`config.mk`:
```
export PLATFORM = sky130hd
export DESIGN_NAME = matrix_mul_seq
export DESIGN_NICKNAME = d
export VERILOG_FILES = /design/src/rtl/matrix_mul_seq.sv
export SDC_FILE = /design/constraint.sdc
export NUM_CORES = 2
export LEC_CHECK = 0
export BUFFER_PORTS_ARGS = -buffer_cell sky130_fd_sc_hd__buf_4
export CORE_MARGIN = 1
export CORE_UTILIZATION = 34
export DETAILED_ROUTE_END_ITERATION = 8
export GPL_TIMING_DRIVEN = 1
export REMOVE_ABC_BUFFERS = 1
export SLEW_MARGIN = 20
export SYNTH_ARGS = -nofsm -noshare
export SYNTH_HDL_FRONTEND = slang
export SYNTH_SLANG_ARGS = --single-unit
```
`constraint.sdc`:
```
create_clock -name clk -period 31.2 [get_ports clk]
set_input_delay 1.56 -clock clk [delete_from_list [all_inputs] [get_ports clk]]
set_output_delay 1.56 -clock clk [all_outputs]
set_load 0.05 [all_outputs]
```
`src/rtl/matrix_mul_seq.sv`:
```
// Sequential matrix multiplier: C = A x B with one MAC per cycle under a
// start/busy/done handshake, with wrap or saturate of each result element.
module matrix_mul_seq #(
  parameter int MAX_DIM    = 5,
  parameter int ELEM_WIDTH = 8,
  parameter int ACC_WIDTH  = 2*ELEM_WIDTH+3
) (
  input  logic                                  clk,
  input  logic                                  reset,
  input  logic                                  start,
  input  logic                                  sat_en,
  input  logic [2:0]                            a_m,
  input  logic [2:0]                            a_n,
  input  logic [2:0]                            b_m,
  input  logic [2:0]                            b_n,
  input  logic [MAX_DIM*MAX_DIM*ELEM_WIDTH-1:0] matrixA_in,
  input  logic [MAX_DIM*MAX_DIM*ELEM_WIDTH-1:0] matrixB_in,
  output logic                                  busy,
  output logic                                  done,
  output logic                                  err,
  output logic                                  ovf,
  output logic                                  valid,
  output logic [2:0]                            c_m,
  output logic [2:0]                            c_n,
  output logic [MAX_DIM*MAX_DIM*ELEM_WIDTH-1:0] matrix_out
);

  localparam int NE = MAX_DIM*MAX_DIM;
  localparam int IW = $clog2(NE+1);

  typedef logic [NE-1:0][ELEM_WIDTH-1:0] mat_t;
  typedef enum logic [2:0] {IDLE, CHECK, MAC, WRITE, DONE} state_t;

  state_t               state, state_nx;
  mat_t                 a_q, b_q, c_q;
  logic [2:0]           am_q, an_q, bm_q, bn_q;
  logic                 sat_q;
  logic [2:0]           i_q, j_q, k_q;
  logic [ACC_WIDTH-1:0] acc_q, prod;
  logic [IW-1:0]        a_idx, b_idx, c_idx;
  logic                 dim_bad, k_last, last_elem, acc_ovf;

  function automatic logic dim_ok(input logic [2:0] d);
    return (d != 3'd0) && (int'(d) <= MAX_DIM);
  endfunction

  assign dim_bad   = !dim_ok(am_q) || !dim_ok(an_q) || !dim_ok(bm_q) ||
                     !dim_ok(bn_q) || (an_q != bm_q);
  assign k_last    = (k_q == an_q - 3'd1);
  assign last_elem = (i_q == am_q - 3'd1) && (j_q == bn_q - 3'd1);
  assign a_idx     = IW'(int'(i_q)*MAX_DIM + int'(k_q));
  assign b_idx     = IW'(int'(k_q)*MAX_DIM + int'(j_q));
  assign c_idx     = IW'(int'(i_q)*MAX_DIM + int'(j_q));
  assign prod      = ACC_WIDTH'(a_q[a_idx]) * ACC_WIDTH'(b_q[b_idx]);
  // any bit above the element range means the sum exceeded 2^ELEM_WIDTH-1
  assign acc_ovf   = |acc_q[ACC_WIDTH-1:ELEM_WIDTH];

  assign busy       = (state == CHECK) || (state == MAC) || (state == WRITE);
  assign done       = (state == DONE);
  assign matrix_out = c_q;

  always_ff @(posedge clk or posedge reset) begin
    if (reset) state <= IDLE;
    else       state <= state_nx;
  end

  always_comb begin
    state_nx = state;
    case (state)
      IDLE:    if (start) state_nx = CHECK;
      CHECK:   state_nx = dim_bad ? DONE : MAC;
      MAC:     if (k_last) state_nx = WRITE;
      WRITE:   state_nx = last_elem ? DONE : MAC;
      DONE:    state_nx = IDLE;
      default: state_nx = IDLE;
    endcase
  end

  always_ff @(posedge clk or posedge reset) begin
    if (reset) begin
      a_q   <= '0;
      b_q   <= '0;
      c_q   <= '0;
      am_q  <= '0;
      an_q  <= '0;
      bm_q  <= '0;
      bn_q  <= '0;
      sat_q <= 1'b0;
      i_q   <= '0;
      j_q   <= '0;
      k_q   <= '0;
      acc_q <= '0;
      err   <= 1'b0;
      ovf   <= 1'b0;
      valid <= 1'b0;
      c_m   <= '0;
      c_n   <= '0;
    end else begin
      case (state)
        IDLE: if (start) begin
          a_q   <= matrixA_in;
          b_q   <= matrixB_in;
          am_q  <= a_m;
          an_q  <= a_n;
          bm_q  <= b_m;
          bn_q  <= b_n;
          sat_q <= sat_en;
          c_q   <= '0;
          c_m   <= '0;
          c_n   <= '0;
          valid <= 1'b0;
          err   <= 1'b0;
          ovf   <= 1'b0;
        end
        CHECK: begin
          i_q   <= '0;
          j_q   <= '0;
          k_q   <= '0;
          acc_q <= '0;
          if (dim_bad) err <= 1'b1;
        end
        MAC: begin
          acc_q <= acc_q + prod;
          k_q   <= k_q + 3'd1;
        end
        WRITE: begin
          c_q[c_idx] <= (acc_ovf && sat_q) ? {ELEM_WIDTH{1'b1}} : acc_q[ELEM_WIDTH-1:0];
          if (acc_ovf) ovf <= 1'b1;
          acc_q <= '0;
          k_q   <= '0;
          if (j_q == bn_q - 3'd1) begin
            j_q <= '0;
            i_q <= i_q + 3'd1;
          end else begin
            j_q <= j_q + 3'd1;
          end
          // publish result dims with the final write so they are good during done
          if (last_elem) begin
            c_m   <= am_q;
            c_n   <= bn_q;
            valid <= 1'b1;
          end
        end
        default: ;
      endcase
    end
  end

endmodule
```
==> impl_metrics.tcl <==
set metrics [dict create \
    outcome "finished, final reports clean" \
    rr_endpoint "acc_q[17]$_DFFE_PP0P_" \
    r2r-start "k_q[0]$_DFFE_PP0P_" \
    cpMaxStageDelayCell "nor4b_2" \
    tritoncts "built" \
    cp_max_fo 21 \
    num_io_pins 627 \
    crit_required_ps 31660 \
    drt_wl_total_um 96200 \
    critPathLaunchType "flip-flop" \
    slew_headroom_pct 17.4 \
    cts_inserted_buffers 76 \
    grt_pass1_wl_um 149000 \
    first_global_vias 24800 \
    layout.nets 4167 \
    mostFrequentLayoutCells "nand2_1 (1297), buf_4 (663), dfrtp_1 (653), a22o_1 (133), inv_1 (109)" \
    grt_util_all_layers_pct 20.8 \
    cts_hold_buf 0 \
    path_clk_slew_ps 60 \
    finalCritPeriodShare_pct 26.1 \
    stdcell_area_mm2 0.0394 \
    final_layout_size_suffix_gt1_share_pct 25.7 \
    worst_path_largest_cell_delay_ps 800 \
    syn_to_final_growth_pct 27.2 \
    timing_worst_setup_path_type "reg2reg" \
    cap_violations 0 \
    synth_cell_types 59 \
    worstSetupEndpoint "acc_q[17]$_DFFE_PP0P_" \
    synthTopCellsByArea "dfrtp_1 (53%), nand2_1 (16%), mux4_2 (7.6%)" \
    die_area_mm2 0.0924 \
    start_util_pct 34.4 \
    slew_violations 0 \
    synthCells 3045 \
    cp-startpoint "k_q[0]$_DFFE_PP0P_" \
    fp.dieH_um 304 \
    post_cts_resized 0 \
    worst_pin_slew_ps 1240 \
    power_leakage_nw 20.2 \
    core_mm2 0.0901 \
    dr.pass1.iters 5 \
    yosys.area.top_type "dfrtp_1" \
    layout_commonest_cell "nand2_1" \
    synth.top_cell.area_share_pct 52.7 \
    final.min_clock_period_ps 8140 \
    postCtsSetupBuffers 0 \
    drt_iter0_markers 1824 \
    antenna_left 0 \
    path_cells "ha_1 > ha_1 > fa_2 > xor2_4 > nor4b_2 > nand2_1 > o21ai_0 > o21ai_1 > or2_1 > fa_1 > fa_1 > inv_1 > fa_1 > inv_1 > fa_1 > inv_1 > ha_1 > a21o_1 > a31o_2 > a2111oi_0 > nor3_1 > a221oi_1 > xor2_1 > o21ai_0" \
    fillers 8715 \
    grt_max_degree 236 \
    gp_congestion 0.843 \
    die_x_um 304 \
    hold_viol 0 \
    ys_ff_latch 653 \
    gr-total-overflow 0 \
    final.setup.tns_ps 0 \
    ys_async_sr_fraction_pct 100 \
    ys_warn_count 0 \
    fmaxAchievable_mhz 123 \
    ys_seq_area_share_pct 52.7 \
    reg2reg_depth 24 \
    wl_per_cell_um 19.8 \
    vias 24000 \
    route.detailed.drc 0 \
    cts_buffer_depth 3 \
    peakVddDrop_mv 0.122 \
    cellPowerDensity_mw_per_mm2 103 \
    timing.reg2reg.setup_slack_ps 23060 \
    placed_area_mm2 0.0369 \
    cts.sinks 653 \
    p_total_mw 4.06 \
    clock_latency_ps 630 \
    synth_edf_count 0 \
    hold_path.class "reg2reg" \
    vias_per_cell 4.93 \
    avgSynthCellArea_um2 10.2 \
    io_buffers 626 \
    finClkSkew_ps 31.1 \
    place_hpwl_um 67600 \
    cts_root_buffer "clkbuf_16" \
    row_count 110 \
    h-tree-depth 3 \
    worstPathArrival_ps 8600 \
    cpMostUsedCell "fa_1" \
    setup_viol 0 \
    ys.flop_type "dfrtp_1" \
    synthesis.area_mm2 0.0310 \
    crit_path_end_kind "flip-flop" \
    rsz0062_at_grt "false" \
    antenna_found_initial 7 \
]
how the worst min path moves through the flow:
stage                               startpoint                   end  slack (ps)  cells after the start
after CTS                 b_q[147]$_DFFE_PP0P_  b_q[147]$_DFFE_PP0P_         470                      2
after global routing      b_q[147]$_DFFE_PP0P_  b_q[147]$_DFFE_PP0P_         480                      2
after global placement     b_q[98]$_DFFE_PP0P_   b_q[98]$_DFFE_PP0P_         450                      2
after floorplan              sat_q$_DFFE_PP0P_     sat_q$_DFFE_PP0P_         440                      2
after detailed placement  b_q[147]$_DFFE_PP0P_  b_q[147]$_DFFE_PP0P_         460                      2
final                     b_q[147]$_DFFE_PP0P_  b_q[147]$_DFFE_PP0P_         470                      2
stage by stage:
step	utilization (%)	hold slack [ps]	worst slack [ps]	instances
finish	43.7	466	23060	4868
CTS	43.7	472	22960	4859
floorplan	-	439	4150	2884
global route	43.7	476	22520	4867
global placement	40.9	452	23100	4726
detailed placement	40.9	457	23000	4726
synthesized netlist by cell type, drive strengths merged, types with 4 or more instances:
library cell	n
or2	30
fa	53
xor2	22
xnor2	17
a22o	133
nor3	9
clkbuf	80
nand2b	4
nor4	4
o21ai	73
nand2	1297
mux2i	32
inv	110
a21o	25
o211ai	4
nand3	15
mux2	8
o2bb2ai	64
dfrtp	653
mux4	105
o22ai	10
nor2	76
ha	70
a21oi	38
buf	81
power breakdown:
part,switching (mW),internal (mW)
Combinational,1.11,0.762
Clock,0.379,0.537
Sequential,0.158,1.12
metal layers:
layer,global-route usage (%),routed length [um],vias to the layer above
met5,0,0,-
met4,6.23,2340,0
met3,3.52,5250,130
met2,35.5,48200,709
met1,26.9,40300,11900
li1,-,-,11300
worst max-delay path, delay by kind of cell (launching register included):
family	cells	cell delay (ps)
flops	1	500
simple gates	4	1390
fa+ha+maj	8	3520
buf+inv	3	150
xor+xnor	2	870
compound gates	7	1530
kinds of logic (layout without fill, tap and decap cells):
family | count (synthesis) | count (layout) | synth area share, %
simple gates | 1446 | 1446 | 18.1
flops | 653 | 653 | 52.7
xor+xnor | 39 | 39 | 1.13
buf+inv | 271 | 909 | 3.79
compound gates | 368 | 368 | 8.85
fa+ha+maj | 123 | 123 | 6.25
other cells | 0 | 9 | 0
mux | 145 | 145 | 9.17
area by class of cell:
class | instances | area [um^2] | area share [%]
Inverter | 110 | 420 | 1.07
Antenna cell | 9 | 22.5 | 0.0571
Clock buffer | 91 | 2000 | 5.07
Sequential cell | 653 | 16300 | 41.4
Clock inverter | 42 | 527 | 1.34
Tap cell | 1176 | 1470 | 3.73
Timing Repair Buffer | 666 | 5040 | 12.8
Multi-Input combinational cell | 2121 | 13600 | 34.5
sequential cells by signal (all words and copies together) (netlist names), 19 cells and up:
signal,cells
a_q,200
acc_q,19
b_q,200
matrix_out,200
(Power assumes the default switching activity.)
